<file path="src/rtl/bp_nbf_axil_host_bridge.sv">
// AXI4-Lite slave bridging the NBF loader's write stream into 136-bit commands and buffering
// 64-bit host responses for polled reads. Optional macro: BP_NBF_HOST_BRIDGE_PAD_CHECK_EN.
module bp_nbf_axil_host_bridge #(
    parameter int unsigned S_AXIL_ADDR_WIDTH = 64,
    parameter int unsigned S_AXIL_DATA_WIDTH = 32,
    parameter logic [63:0] nbf_host_addr_p   = 64'h0,
    parameter int unsigned resp_fifo_els_p   = 8
) (
    input  logic                           clk_i,
    input  logic                           reset_i,

    input  logic [S_AXIL_ADDR_WIDTH-1:0]   s_axil_awaddr,
    input  logic                           s_axil_awvalid,
    output logic                           s_axil_awready,
    input  logic [2:0]                     s_axil_awprot,

    input  logic [S_AXIL_DATA_WIDTH-1:0]   s_axil_wdata,
    input  logic [S_AXIL_DATA_WIDTH/8-1:0] s_axil_wstrb,
    input  logic                           s_axil_wvalid,
    output logic                           s_axil_wready,

    output logic [1:0]                     s_axil_bresp,
    output logic                           s_axil_bvalid,
    input  logic                           s_axil_bready,

    input  logic [S_AXIL_ADDR_WIDTH-1:0]   s_axil_araddr,
    input  logic                           s_axil_arvalid,
    output logic                           s_axil_arready,
    input  logic [2:0]                     s_axil_arprot,

    output logic [S_AXIL_DATA_WIDTH-1:0]   s_axil_rdata,
    output logic [1:0]                     s_axil_rresp,
    output logic                           s_axil_rvalid,
    input  logic                           s_axil_rready,

    output logic [135:0]                   nbf_o,
    output logic                           nbf_v_o,
    input  logic                           nbf_ready_and_i,

    input  logic [63:0]                    resp_i,
    input  logic                           resp_v_i,
    output logic                           resp_ready_and_o
);

    localparam int unsigned ptr_w = $clog2(resp_fifo_els_p);
    localparam int unsigned cnt_w = $clog2(resp_fifo_els_p + 1);
    localparam logic [S_AXIL_ADDR_WIDTH-1:0] host_addr = S_AXIL_ADDR_WIDTH'(nbf_host_addr_p);
    localparam logic [S_AXIL_ADDR_WIDTH-1:0] cnt_addr  = S_AXIL_ADDR_WIDTH'('h10);
    localparam logic [S_AXIL_ADDR_WIDTH-1:0] lo_addr   = S_AXIL_ADDR_WIDTH'('h14);
    localparam logic [S_AXIL_ADDR_WIDTH-1:0] hi_addr   = S_AXIL_ADDR_WIDTH'('h18);

    typedef enum logic {e_collect, e_resp} wr_state_e;
    typedef enum logic {e_ridle, e_rvalid} rd_state_e;

    wr_state_e wr_state_r, wr_state_n;
    rd_state_e rd_state_r, rd_state_n;

    logic                         aw_full_r, w_full_r;
    logic [S_AXIL_ADDR_WIDTH-1:0] aw_addr_r;
    logic [S_AXIL_DATA_WIDTH-1:0] w_data_r;
    logic [2:0]                   flit_r;
    logic [135:0]                 nbf_r;
    logic                         nbf_v_r;
    logic [1:0]                   bresp_r, rresp_r, rresp_n;
    logic [S_AXIL_DATA_WIDTH-1:0] rdata_r, rdata_n;

    logic [63:0]      mem_r [resp_fifo_els_p];
    logic [ptr_w-1:0] wptr_r, rptr_r;
    logic [cnt_w-1:0] cnt_r;

    logic unused_inputs;
    assign unused_inputs = ^{s_axil_awprot, s_axil_arprot, s_axil_wstrb};

    // Write side: a beat may complete in the same cycle as its later channel handshake.
    logic accept_en, aw_fire, w_fire, beat, hit, pad_bad;
    logic [S_AXIL_ADDR_WIDTH-1:0] cur_addr;
    logic [S_AXIL_DATA_WIDTH-1:0] cur_data;

    assign accept_en      = (wr_state_r == e_collect) & ~nbf_v_r;
    assign s_axil_awready = accept_en & ~aw_full_r;
    assign s_axil_wready  = accept_en & ~w_full_r;
    assign aw_fire        = s_axil_awvalid & s_axil_awready;
    assign w_fire         = s_axil_wvalid & s_axil_wready;
    assign cur_addr       = aw_full_r ? aw_addr_r : s_axil_awaddr;
    assign cur_data       = w_full_r ? w_data_r : s_axil_wdata;
    assign beat           = accept_en & (aw_full_r | aw_fire) & (w_full_r | w_fire);
    assign hit            = (cur_addr == host_addr);
`ifdef BP_NBF_HOST_BRIDGE_PAD_CHECK_EN
    assign pad_bad        = (flit_r == 3'd4) & (|cur_data[31:8]);
`else
    assign pad_bad        = 1'b0;
`endif

    always_comb begin
        wr_state_n = wr_state_r;
        unique case (wr_state_r)
            e_collect: if (beat) wr_state_n = e_resp;
            e_resp:    if (s_axil_bready) wr_state_n = e_collect;
            default:   wr_state_n = e_collect;
        endcase
    end

    always_ff @(posedge clk_i) begin
        if (reset_i) begin
            wr_state_r <= e_collect;
            aw_full_r  <= 1'b0;
            w_full_r   <= 1'b0;
            aw_addr_r  <= '0;
            w_data_r   <= '0;
            flit_r     <= 3'd0;
            nbf_r      <= '0;
            nbf_v_r    <= 1'b0;
            bresp_r    <= 2'b00;
        end else begin
            wr_state_r <= wr_state_n;
            if (beat) begin
                aw_full_r <= 1'b0;
                w_full_r  <= 1'b0;
            end else begin
                if (aw_fire) begin
                    aw_full_r <= 1'b1;
                    aw_addr_r <= s_axil_awaddr;
                end
                if (w_fire) begin
                    w_full_r <= 1'b1;
                    w_data_r <= s_axil_wdata;
                end
            end
            if (nbf_v_r & nbf_ready_and_i) nbf_v_r <= 1'b0;
            if (beat) begin
                bresp_r <= (hit & ~pad_bad) ? 2'b00 : 2'b10;
                if (hit) begin
                    flit_r <= (flit_r == 3'd4) ? 3'd0 : flit_r + 3'd1;
                    case (flit_r)
                        3'd0:    nbf_r[31:0]    <= cur_data[31:0];
                        3'd1:    nbf_r[63:32]   <= cur_data[31:0];
                        3'd2:    nbf_r[95:64]   <= cur_data[31:0];
                        3'd3:    nbf_r[127:96]  <= cur_data[31:0];
                        default: nbf_r[135:128] <= cur_data[7:0];
                    endcase
                    if ((flit_r == 3'd4) & ~pad_bad) nbf_v_r <= 1'b1;
                end
            end
        end
    end

    assign s_axil_bvalid = (wr_state_r == e_resp);
    assign s_axil_bresp  = bresp_r;
    assign nbf_o         = nbf_r;
    assign nbf_v_o       = nbf_v_r;

    // Read side and response FIFO; occupancy reads see the count before this cycle's enqueue.
    logic ar_fire, fifo_empty, fifo_full, pop, enq;
    logic [63:0] head;

    assign fifo_empty       = (cnt_r == '0);
    assign fifo_full        = (cnt_r == cnt_w'(resp_fifo_els_p));
    assign head             = mem_r[rptr_r];
    assign resp_ready_and_o = ~fifo_full;
    assign enq              = resp_v_i & ~fifo_full;
    assign s_axil_arready   = (rd_state_r == e_ridle);
    assign ar_fire          = s_axil_arvalid & s_axil_arready;
    assign pop              = ar_fire & (s_axil_araddr == lo_addr) & ~fifo_empty;

    always_comb begin
        rd_state_n = rd_state_r;
        rdata_n    = '0;
        rresp_n    = 2'b00;
        unique case (rd_state_r)
            e_ridle:  if (ar_fire) rd_state_n = e_rvalid;
            e_rvalid: if (s_axil_rready) rd_state_n = e_ridle;
            default:  rd_state_n = e_ridle;
        endcase
        if (s_axil_araddr == cnt_addr)     rdata_n = S_AXIL_DATA_WIDTH'(cnt_r);
        else if (s_axil_araddr == lo_addr) rdata_n = fifo_empty ? '0 : head[31:0];
        else if (s_axil_araddr == hi_addr) rdata_n = fifo_empty ? '0 : head[63:32];
        else                               rresp_n = 2'b10;
    end

    always_ff @(posedge clk_i) begin
        if (reset_i) begin
            rd_state_r <= e_ridle;
            rdata_r    <= '0;
            rresp_r    <= 2'b00;
            wptr_r     <= '0;
            rptr_r     <= '0;
            cnt_r      <= '0;
        end else begin
            rd_state_r <= rd_state_n;
            if (ar_fire) begin
                rdata_r <= rdata_n;
                rresp_r <= rresp_n;
            end
            if (enq) wptr_r <= (wptr_r == ptr_w'(resp_fifo_els_p - 1)) ? '0 : wptr_r + 1'b1;
            if (pop) rptr_r <= (rptr_r == ptr_w'(resp_fifo_els_p - 1)) ? '0 : rptr_r + 1'b1;
            cnt_r <= cnt_r + cnt_w'(enq) - cnt_w'(pop);
        end
    end

    always_ff @(posedge clk_i) begin
        if (enq) mem_r[wptr_r] <= resp_i;
    end

    assign s_axil_rvalid = (rd_state_r == e_rvalid);
    assign s_axil_rdata  = rdata_r;
    assign s_axil_rresp  = rresp_r;

endmodule
</file>
<file path="config.mk">
export PLATFORM = sky130hd
export DESIGN_NAME = bp_nbf_axil_host_bridge
export DESIGN_NICKNAME = d
export VERILOG_FILES = /design/src/rtl/bp_nbf_axil_host_bridge.sv
export SDC_FILE = /design/constraint.sdc
export NUM_CORES = 1
export LEC_CHECK = 0
export CELL_PAD_IN_SITES_DETAIL_PLACEMENT = 1
export CELL_PAD_IN_SITES_GLOBAL_PLACEMENT = 1
export CORE_MARGIN = 5
export CORE_UTILIZATION = 56
export CTS_CLUSTER_SIZE = 20
export DETAILED_ROUTE_END_ITERATION = 10
export DONT_BUFFER_PORTS = 1
export PLACE_DENSITY_LB_ADDON = 0.05
export SYNTH_ARGS = -nofsm -noshare
export SYNTH_HDL_FRONTEND = slang
export SYNTH_SLANG_ARGS = --single-unit
export TNS_END_PERCENT = 50
</file>
<file path="constraint.sdc">
create_clock -name clk_i -period 11.3 [get_ports clk_i]
set_input_delay 1.13 -clock clk_i [delete_from_list [all_inputs] [get_ports clk_i]]
set_output_delay 1.13 -clock clk_i [all_outputs]
set_load 0.01 [all_outputs]
</file>
==> results.sh, run 1 <==
export IMPL_final_max_slew_viol_count=0
export IMPL_final_seq_area_um2=21100
export IMPL_hpwl_um=49800
export IMPL_core_area_um2=53600
export IMPL_worstSetupPathType="in2reg"
export IMPL_max_freq_mhz=290
export IMPL_cp_start_kind="input port"
export IMPL_place_congestion=0.854
export IMPL_drv_max_cap_violation_count=0
export IMPL_post_synth_and_or_nand_nor_area_fraction_pct=8.24
export IMPL_timing_final_setup_violations=0
export IMPL_top_usage_layer="met2"
export IMPL_grt_pass1_vias=18400
export IMPL_worst_path_max_fanout=5
export IMPL_detailroute_via_count=17300
export IMPL_pre_cts_slack_ns=7.32
export IMPL_io_pins=422
export IMPL_number_of_distinct_library_cell_variants_in_the_gate_level_netlist_after_synthesis=50
export IMPL_cts_setup_buffers=0
export IMPL_timing_critical_path_slowest_cell_delay_ns=0.56
export IMPL_largest_net_degree_at_the_start_of_global_routing=148
export IMPL_critPathRequiredTime_ns=11.81
export IMPL_detail_route_wirelength_um=78900
export IMPL_use_met1_pct=30.8
export IMPL_postSynth_topFlopCell="sky130_fd_sc_hd__edfxtp_1"
export IMPL_synth_yosys_warnings=0
export IMPL_hp_class="reg2reg"
export IMPL_layout_worst_path_cycle_share_pct=30.5
export IMPL_post_route_minimum_period_ns=3.45
export IMPL_part_of_the_yosys_area_used_for_sequential_elements_pct=69.9
export IMPL_finish_instance_area_um2=33500
export IMPL_cts_path_max_buffers=3
export IMPL_first_pass_iters=5
export IMPL_globalRouteMet2Util_pct=46.2
export IMPL_clk_latency_ns=0.62
export IMPL_grt_util_all_layers_pct=26.5
export IMPL_placed_cells=2638
export IMPL_number_of_synthesized_flops_with_an_enable_pin=512
export IMPL_fraction_of_the_mapped_netlist_area_in_adder_cells_pct=0.688
export IMPL_irDropWorstVdd_mv=0.164
export IMPL_first_pass_grt_wire_length_um=118000
export IMPL_timing_final_hold_violations=0
export IMPL_post_synth_mux_area_share_pct=13.2
export IMPL_worst_slack_ns=7.85
export IMPL_cts_root_buffer_cell="sky130_fd_sc_hd__clkbuf_16"
export IMPL_tritoncts_num_buffers=81
export IMPL_post_drt_via_cell_ratio=6.22
export IMPL_slew_worst_pin_ns=1.14
export IMPL_routed_wire_length_per_instance_um=28.3
export IMPL_clock_transition_at_the_registers_of_the_reported_paths_ns=0.06
export IMPL_use_met3_pct=9.48
export IMPL_insertedDiodeCount=0
export IMPL_clock_sinks=799
export IMPL_setup_tns_ns=0
export IMPL_synth_compound_area_share_pct=5.99
export IMPL_critical_path_arrival_ns=3.95
export IMPL_fillerInstances=4817
export IMPL_synth_ff_latch_count=799
export IMPL_total_power_consumption_uw=6210
export IMPL_synthesis_area_um2=30200
export IMPL_fp_row_count=85
export IMPL_initial_antenna_violation_count=0
export IMPL_synthArstFlopShare_pct=0
export IMPL_clock_skew_final_ns=0.0180
export IMPL_setup_worst_path_end_class="flip-flop"
export IMPL_drt_antenna_violating_nets=0
export IMPL_cts_htree_levels=3
export IMPL_timing_critical_path_slowest_stage_cell="sky130_fd_sc_hd__nor4b_1"
export IMPL_chipHeight_um=242
export IMPL_final_cell_count_no_fill=2785
export IMPL_multi_input_comb_area_um2=8620
export IMPL_flow_area_growth_from_synthesis_pct=11.1
export IMPL_clock_tree_from_tritoncts="built"
export IMPL_postSynthCellCount=2042
export IMPL_synth_area_per_cell_um2=14.8
export IMPL_power_density_nw_per_um2=185
export IMPL_post_dp_cell_area_um2=30900
export IMPL_start_util_pct=56.3
export IMPL_outcome="complete, no violations"
export IMPL_leakage_uw=0.0106
export IMPL_remaining_drc_errors=0
export IMPL_synth_top_family_by_area="multiplexers"
export IMPL_drive_gt1_share_pct=18.7
export IMPL_max_slew_margin_rel_pct=23.8
export IMPL_post_cts_hold_buffer_count=0
export IMPL_die_area_um2=58700
export IMPL_post_cts_resized_instances=0
export IMPL_die_x_um=242
export IMPL_grt_setup_unrepaired="false"
export IMPL_globalRouteOverflowTotal=0
export IMPL_port_buffers=0
export IMPL_drtIter0Drc=1010
export IMPL_synth_xor_area_share_pct=0.0580
export IMPL_final_net_count=2284
export IMPL_cp_cell_sequence="nor4_1, and4_1, nand4_1, nor4b_1, ha_1, inv_1, ha_1, inv_1, fa_1, xor2_1, nor2_1"
[kinds of logic after synthesis]
| kind of cell | count (synthesis) |
|---|---|
| other | 1 |
| XOR/XNOR | 2 |
| adder cells (fa/ha/maj) | 16 |
| AND/OR/NAND/NOR | 530 |
| buffers and inverters | 142 |
| AO/OA/AOI/OAI | 325 |
| flip-flops | 799 |
| multiplexers | 227 |
[synthesized netlist by cell type, types with 2 or more instances]
master                     count  area share (%)
sky130_fd_sc_hd__a21oi_1     136             2.3
sky130_fd_sc_hd__a22oi_1      32            0.80
sky130_fd_sc_hd__and3b_1       2           0.058
sky130_fd_sc_hd__and4_1        4            0.12
sky130_fd_sc_hd__buf_1        22            0.27
sky130_fd_sc_hd__buf_2        15            0.25
sky130_fd_sc_hd__buf_4         2           0.050
sky130_fd_sc_hd__clkbuf_1     90             1.1
sky130_fd_sc_hd__dfxtp_1     287              19
sky130_fd_sc_hd__edfxtp_1    512              51
sky130_fd_sc_hd__ha_1         15            0.62
sky130_fd_sc_hd__inv_1        11            0.14
sky130_fd_sc_hd__mux2_2       89             3.3
sky130_fd_sc_hd__mux2i_1      10            0.33
sky130_fd_sc_hd__mux4_2      128             9.5
sky130_fd_sc_hd__nand2_1     270             3.4
sky130_fd_sc_hd__nand2b_1      6            0.12
sky130_fd_sc_hd__nand3_1     142             2.4
sky130_fd_sc_hd__nand3b_1      3           0.075
sky130_fd_sc_hd__nand4_1       7            0.15
sky130_fd_sc_hd__nor2_1       21            0.26
sky130_fd_sc_hd__nor2b_1       5            0.10
sky130_fd_sc_hd__nor3_1       12            0.20
sky130_fd_sc_hd__nor3_2        2           0.066
sky130_fd_sc_hd__nor4_1       41            0.85
sky130_fd_sc_hd__nor4_4        2            0.14
sky130_fd_sc_hd__nor4b_1       3           0.087
sky130_fd_sc_hd__o21ai_0      73             1.2
sky130_fd_sc_hd__o21ai_1      68             1.1
sky130_fd_sc_hd__o221ai_2      6            0.30
sky130_fd_sc_hd__o22a_1        4            0.12
sky130_fd_sc_hd__or3_1         4           0.083
[through the flow]
stage	hold slack [ns]	utilization, %
after floorplan	0.431	-
after global placement	0.432	57.6
after detailed placement	0.440	57.6
after CTS	0.450	62.6
after global routing	0.464	62.6
final	0.448	62.6
[layout make-up]
type	count	share of cell area [%]
multi-input combinational	1102	25.7
clock buffer	118	6.98
sequential	799	63.0
inverter	12	0.142
clock inverter	29	0.929
tap	696	2.60
timing repair buffer	29	0.649
[flip-flops by register name (all words and copies together) (netlist names), 3 cells and up, named ones only]
name / flops
s_axil_rdata: 32
rptr_r: 3
mem_r: 512
aw_addr_r: 64
w_data_r: 32
wptr_r: 3
nbf_o: 136
flit_r: 3
cnt_r: 4
[worst max-delay path: cells and delay by family]
kind,cells,cell delay [ns]
simple gates,5,1.63
fa+ha+maj,3,0.89
xor+xnor,1,0.15
buf+inv,2,0.14
[worst paths after layout]
check | startpoint | end | slack [ns] | cells past startpoint
worst min register to register | w_data_r[7] | w_data_r[7] | 0.45 | 2
worst max register to register | cnt_r[2] | mem_r[5][28] | 7.92 | 6
worst min-delay path | w_data_r[7] | w_data_r[7] | 0.45 | 2
worst max-delay path | s_axil_araddr[33] | cnt_r[2] | 7.85 | 11
[where the power goes]
part / internal [uW] / switching [uW] / leakage (uW)
Combinational: 114 / 191 / 0.00229
Sequential: 3210 / 41.3 / 0.00697
Clock: 1560 / 1090 / 0.00129
[routing by layer]
layer | routed length [um] | up-vias
met5 | 0 | -
met4 | 2600 | 0
met3 | 6710 | 127
met2 | 40300 | 543
met1 | 29300 | 8901
li1 | - | 7765
[cell usage in the layout (no fill, tap or decap), types with 5 or more instances in the layout]
cell type	instances
sky130_fd_sc_hd__a21oi_1	136
sky130_fd_sc_hd__a22oi_1	32
sky130_fd_sc_hd__buf_4	29
sky130_fd_sc_hd__bufinv_16	5
sky130_fd_sc_hd__clkbuf_1	23
sky130_fd_sc_hd__clkbuf_16	84
sky130_fd_sc_hd__clkbuf_8	11
sky130_fd_sc_hd__clkinv_1	10
sky130_fd_sc_hd__clkinv_2	7
sky130_fd_sc_hd__dfxtp_1	283
sky130_fd_sc_hd__edfxtp_1	512
sky130_fd_sc_hd__ha_1	15
sky130_fd_sc_hd__inv_1	11
sky130_fd_sc_hd__mux2_2	89
sky130_fd_sc_hd__mux2i_1	10
sky130_fd_sc_hd__mux4_2	128
sky130_fd_sc_hd__nand2_1	270
sky130_fd_sc_hd__nand2b_1	6
sky130_fd_sc_hd__nand3_1	142
sky130_fd_sc_hd__nand4_1	7
sky130_fd_sc_hd__nor2_1	18
sky130_fd_sc_hd__nor2b_1	5
sky130_fd_sc_hd__nor3_1	7
sky130_fd_sc_hd__nor3_2	6
sky130_fd_sc_hd__nor4_1	40
sky130_fd_sc_hd__o21ai_0	73
sky130_fd_sc_hd__o21ai_1	68
Power figures use the tool's default switching activity.
==> inputs of run 2 (changes only) <==
--- a/config.mk
+++ b/config.mk
@@ -8,7 +8,7 @@
 export CELL_PAD_IN_SITES_DETAIL_PLACEMENT = 1
 export CELL_PAD_IN_SITES_GLOBAL_PLACEMENT = 1
 export CORE_MARGIN = 5
-export CORE_UTILIZATION = 56
+export CORE_UTILIZATION = 52
 export CTS_CLUSTER_SIZE = 20
 export DETAILED_ROUTE_END_ITERATION = 10
 export DONT_BUFFER_PORTS = 1
==> constraint.sdc (replaced) <==
create_clock -name clk_i -period 3.6 [get_ports clk_i]
set_input_delay 0.36 -clock clk_i [delete_from_list [all_inputs] [get_ports clk_i]]
set_output_delay 0.36 -clock clk_i [all_outputs]
set_load 0.01 [all_outputs]
==> run 2 against run 1 <==
Combinational power grew to 4.1 times the previous value; power rose to 3.2 times the previous value; setup slack worse by 7.0 ns; final area is 6.8% higher; register-to-register slack worse by 7.1 ns; via count rose by 5.8%; final cell count is 9.6% higher; non-clock buffer count rose by 182; critical path depth down 4; largest power group unchanged; highest routed layer is now met5.
==> results.sh, run 2 (synthesis results as in run 1) <==
export IMPL_outcome="complete, no violations"
export IMPL_grt_setup_unrepaired="false"
export IMPL_fillerInstances=5252
export IMPL_cp_start_kind="flip-flop"
export IMPL_post_cts_resized_instances=0
export IMPL_flow_area_growth_from_synthesis_pct=18.6
export IMPL_tritoncts_num_buffers=83
export IMPL_worst_path_max_fanout=64
export IMPL_globalRouteOverflowTotal=0
export IMPL_remaining_drc_errors=0
export IMPL_critical_path_arrival_ns=3.28
export IMPL_drv_max_cap_violation_count=0
export IMPL_die_x_um=251
export IMPL_detail_route_wirelength_um=84800
export IMPL_core_area_um2=57600
export IMPL_grt_pass1_vias=19300
export IMPL_worst_hold_slack_ns=0.0909
export IMPL_postLayoutCoreUtil_pct=62.2
export IMPL_clock_skew_final_ns=0.0185
export IMPL_timing_final_setup_violations=0
export IMPL_initial_antenna_violation_count=14
export IMPL_first_pass_iters=5
export IMPL_final_net_count=2468
export IMPL_clock_tree_from_tritoncts="built"
export IMPL_timing_critical_path_slowest_cell_delay_ns=0.72
export IMPL_io_pins=422
export IMPL_post_route_minimum_period_ns=2.80
export IMPL_max_freq_mhz=358
export IMPL_commonest_cells_after_routing_fill_and_taps_aside="sky130_fd_sc_hd__edfxtp_1 (512), sky130_fd_sc_hd__dfxtp_1 (283), sky130_fd_sc_hd__nand2_1 (269)"
export IMPL_slew_worst_pin_ns=0.816
export IMPL_setup_tns_ns=0
export IMPL_largest_register_ff_count=512
export IMPL_port_buffers=0
export IMPL_routed_wire_length_per_instance_um=27.8
export IMPL_irDropWorstVdd_mv=0.431
export IMPL_cts_setup_buffers=0
export IMPL_start_util_pct=52.4
export IMPL_worstSetupPathType="reg2reg"
export IMPL_drt_antenna_violating_nets=0
export IMPL_cts_path_max_buffers=3
export IMPL_cts_root_buffer_cell="sky130_fd_sc_hd__clkbuf_16"
export IMPL_detailroute_via_count=18300
export IMPL_post_cts_hold_buffer_count=169
export IMPL_leading_cell_type_in_the_layout_fill_and_taps_excluded="sky130_fd_sc_hd__edfxtp_1"
export IMPL_timing_critical_path_slowest_stage_cell="sky130_fd_sc_hd__nor4_4"
export IMPL_final_max_slew_viol_count=0
export IMPL_drtIter0Drc=1267
export IMPL_register_containing_the_most_flip_flops_in_the_final_layout="mem_r"
export IMPL_grt_util_all_layers_pct=26.2
export IMPL_leakage_uw=0.0114
export IMPL_fp_row_count=88
export IMPL_drive_gt1_share_pct=18.1
export IMPL_timing_final_hold_violations=0
export IMPL_largest_net_degree_at_the_start_of_global_routing=144
export IMPL_die_area_um2=63000
export IMPL_setup_worst_path_end_class="flip-flop"
export IMPL_clock_transition_at_the_registers_of_the_reported_paths_ns=0.06
export IMPL_place_congestion=0.841
export IMPL_clock_sinks=799
export IMPL_hp_class="in2reg"
export IMPL_power_density_nw_per_um2=560
export IMPL_layout_worst_path_cycle_share_pct=77.6
export IMPL_cp_cell_sequence="nor4b_2, nand4_1, nor4_4, o221ai_4, buf_4, nand3_1, o21ai_1"
export IMPL_critPathTopFamily="simple AND/OR/NAND/NOR gates"
export IMPL_post_drt_via_cell_ratio=6.01
export IMPL_clk_latency_ns=0.63
export IMPL_cp_buffers_inverters=1
export IMPL_post_dp_cell_area_um2=31300
export IMPL_cts_htree_levels=3
export IMPL_chipHeight_um=251
export IMPL_critPathRequiredTime_ns=4.09
export IMPL_hpwl_um=51900
export IMPL_max_slew_margin_rel_pct=45.2
export IMPL_finish_instance_area_um2=35800
export IMPL_first_pass_grt_wire_length_um=126000
[run 2: through the flow]
| step | setup WS (ns) | total power [uW] | std cells |
|---|---|---|---|
| final | 0.805 | 20100 | 3053 |
| after CTS | 0.800 | 20200 | 3042 |
| after floorplan | -0.502 | 11100 | 2043 |
| after detailed placement | 0.501 | 11400 | 2720 |
| after global routing | 0.597 | 20800 | 3052 |
| after global placement | 0.506 | 11400 | 2720 |
[run 2: worst min-delay path, stage by stage]
cell and delay (ns):
sky130_fd_sc_hd__nand2_1 0.04, sky130_fd_sc_hd__nand2_1 0.06, sky130_fd_sc_hd__o21ai_0 0.08, sky130_fd_sc_hd__a21oi_1 0.14
[run 2: layer usage]
| layer | share of wire [%] | up-vias | routed length (um) | track usage, % |
|---|---|---|---|---|
| li1 | - | 8136 | - | - |
| met4 | 4.3 | 6 | 3650 | 10.7 |
| met2 | 50 | 682 | 42600 | 44.2 |
| met3 | 8.1 | 198 | 6850 | 7.71 |
| met1 | 37 | 9314 | 31600 | 32.0 |
| met5 | 0.046 | - | 39 | 0 |
[run 2: path summary, 6_finish.rpt]
kind,startpoint,end,slack [ns],cells past startpoint
setup reg to reg,aw_full_r,nbf_o[111],0.80,7
setup / recovery,aw_full_r,nbf_o[111],0.80,7
hold / removal,s_axil_araddr[3],s_axil_rresp[1],0.09,4
hold reg to reg,w_data_r[8],w_data_r[8],0.45,2
[run 2: area by class of cell]
type                       instances  area [um^2]  share of cell area (%)
multi-input combinational       1102         8660                    24.2
inverter                          12         47.5                   0.133
antenna                           11         27.5                  0.0769
tap                              765          957                    2.67
clock buffer                     124         2360                    6.60
timing repair buffer             211         2240                    6.25
sequential                       799        21100                    59.0
clock inverter                    29          390                    1.09
[run 2: report_power, final]
part,total (uW),internal (uW),leakage [uW],switching [uW]
clock,8590,5020,0.00133,3570
combinational,1260,503,0.00312,761
sequential,10200,10100,0.00697,117
==> inputs of run 3 (changes only) <==
==> constraint.sdc (replaced) <==
create_clock -name clk_i -period 2.68 [get_ports clk_i]
set_input_delay 0.268 -clock clk_i [delete_from_list [all_inputs] [get_ports clk_i]]
set_output_delay 0.268 -clock clk_i [all_outputs]
set_load 0.01 [all_outputs]
==> run 3 against run 2 <==
Final area grew 0.73%; non-clock buffer count grew 22; register-to-register slack lost 0.43 ns; core utilization grew 0.45 points; sequential cell count is the same; power grew 33%; clock skew shrank 0.0046 ns; largest cell class unchanged; critical path depth grew 1; count of clock-buffer cells in the layout shrank 12; final cell count grew 0.56%; setup slack lost 0.43 ns.
==> results.sh, run 3 (synthesis results as in run 1) <==
export IMPL_outcome="complete, no violations"
export IMPL_clock_tree_from_tritoncts="built"
export IMPL_flow_area_growth_from_synthesis_pct=19.5
export IMPL_critPathTopFamily="simple AND/OR/NAND/NOR gates"
export IMPL_die_x_um=251
export IMPL_initial_antenna_violation_count=10
export IMPL_cts_root_buffer_cell="sky130_fd_sc_hd__clkbuf_16"
export IMPL_final_max_slew_viol_count=0
export IMPL_largest_net_degree_at_the_start_of_global_routing=145
export IMPL_routed_wire_length_per_instance_um=26.8
export IMPL_grt_setup_unrepaired="false"
export IMPL_place_congestion=0.823
export IMPL_hp_class="in2reg"
export IMPL_worstSetupPathType="reg2reg"
export IMPL_io_pins=422
export IMPL_layout_worst_path_cycle_share_pct=85.9
export IMPL_finish_instance_area_um2=36100
export IMPL_max_slew_margin_rel_pct=51.8
export IMPL_post_route_minimum_period_ns=2.30
export IMPL_largest_register_ff_count=512
export IMPL_clock_transition_at_the_registers_of_the_reported_paths_ns=0.06
export IMPL_clock_sinks=799
export IMPL_leakage_uw=0.0116
export IMPL_max_freq_mhz=434
export IMPL_die_area_um2=63000
export IMPL_grt_util_all_layers_pct=25.6
export IMPL_timing_critical_path_slowest_stage_cell="sky130_fd_sc_hd__dfxtp_1"
export IMPL_setup_worst_path_end_class="flip-flop"
export IMPL_slew_worst_pin_ns=0.723
export IMPL_cts_htree_levels=3
export IMPL_drtIter0Drc=1216
export IMPL_globalRouteOverflowTotal=0
export IMPL_multi_input_comb_area_um2=8710
export IMPL_cp_cell_sequence="nor4b_2, nand4_1, nor4_4, buf_4, o221ai_4, buf_12, nand3_1, o21ai_1"
export IMPL_cts_path_max_buffers=3
export IMPL_clock_skew_final_ns=0.0139
export IMPL_critical_path_arrival_ns=2.81
export IMPL_final_seq_area_um2=21100
export IMPL_hpwl_um=50900
export IMPL_final_net_count=2488
export IMPL_drive_gt1_share_pct=19.0
export IMPL_remaining_drc_errors=0
export IMPL_power_density_nw_per_um2=739
export IMPL_port_buffers=0
export IMPL_post_dp_cell_area_um2=31700
export IMPL_grt_pass1_vias=19500
export IMPL_cts_setup_buffers=0
export IMPL_chipHeight_um=251
export IMPL_total_power_consumption_uw=26700
export IMPL_irDropWorstVdd_mv=0.655
export IMPL_leading_cell_type_in_the_layout_fill_and_taps_excluded="sky130_fd_sc_hd__edfxtp_1"
export IMPL_clk_latency_ns=0.62
export IMPL_drv_max_cap_violation_count=0
export IMPL_worst_path_max_fanout=53
export IMPL_first_pass_grt_wire_length_um=123000
export IMPL_start_util_pct=52.4
export IMPL_first_pass_iters=5
export IMPL_fp_row_count=88
export IMPL_tritoncts_num_buffers=81
export IMPL_timing_final_setup_violations=0
export IMPL_cp_start_kind="flip-flop"
export IMPL_timing_critical_path_slowest_cell_delay_ns=0.57
export IMPL_post_drt_via_cell_ratio=5.93
export IMPL_core_area_um2=57600
export IMPL_detailroute_via_count=18200
export IMPL_commonest_cells_after_routing_fill_and_taps_aside="sky130_fd_sc_hd__edfxtp_1 (512), sky130_fd_sc_hd__dfxtp_1 (281), sky130_fd_sc_hd__nand2_1 (268)"
export IMPL_detail_route_wirelength_um=82200
export IMPL_fillerInstances=5206
export IMPL_cp_buffers_inverters=2
export IMPL_critPathRequiredTime_ns=3.18
export IMPL_register_containing_the_most_flip_flops_in_the_final_layout="mem_r"
export IMPL_drt_antenna_violating_nets=0
export IMPL_timing_final_hold_violations=0
run 3: cell types whose count changed in the layout (fill, tap and decap cells not counted), sizes merged:
cell	before	now
buf	43	61
clkinv	14	27
clkbuf	124	112
clkinvlp	4	0
dlygate4sd3	168	172
bufinv	6	5
inv	17	16
run 3: layer usage:
layer  vias up  routed length, um  track usage (%)
li1       8183                  -                -
met1      9331              32700             32.4
met2       539              41200             43.8
met3       151               6040             7.11
met4         4               2170             7.45
met5         -                 27                0
run 3: through the flow:
stage	cells	setup TNS [ns]	utilization, %	hold WS, ns	setup WS, ns
4_1_cts	3059	0	62.6	0.00569	0.211
5_1_grt	3067	0	62.6	0.0388	0.162
2_1_floorplan	2043	-124.05	-	0.367	-0.560
3_3_place_gp	2738	-0.163	55.0	0.355	-0.102
3_5_place_dp	2738	-0.582	55.0	0.356	-0.217
6_report	3070	0	62.6	0.0337	0.377
run 3: repair_timing:
item / 4_1_cts / 5_1_grt
endpoints found under the hold margin: 663 / 0
endpoints found under the setup margin: 0 / 1
hold buffers: 173 / 0
gates resized for setup: 0 / 1
run 3: path summary, 6_finish.rpt:
kind                                        from      endpoint  slack, ns  cells after the start
worst min register to register      w_data_r[15]  w_data_r[15]       0.45                      2
worst max-delay path                   aw_full_r     nbf_o[70]       0.38                      8
worst max register to register         aw_full_r     nbf_o[70]       0.38                      8
worst min-delay path            s_axil_wdata[29]     nbf_o[93]       0.03                      3
run 3: worst min-delay path: stages:
cell	delay (ns)
sky130_fd_sc_hd__mux2_2	0.12
sky130_fd_sc_hd__nand2_1	0.10
sky130_fd_sc_hd__o21ai_1	0.12
run 3: layout make-up:
type                       instances  share of cell area, %
clock inverter                    36                  0.964
inverter                          12                  0.132
clock buffer                     112                   6.31
multi-input combinational       1102                   24.1
antenna                           11                 0.0763
tap                              765                   2.65
sequential                       799                   58.6
timing repair buffer             233                   7.14
run 3: power by group:
group,internal [uW],switching [uW]
combinational,763,1090
clock,6460,4660
sequential,13500,151
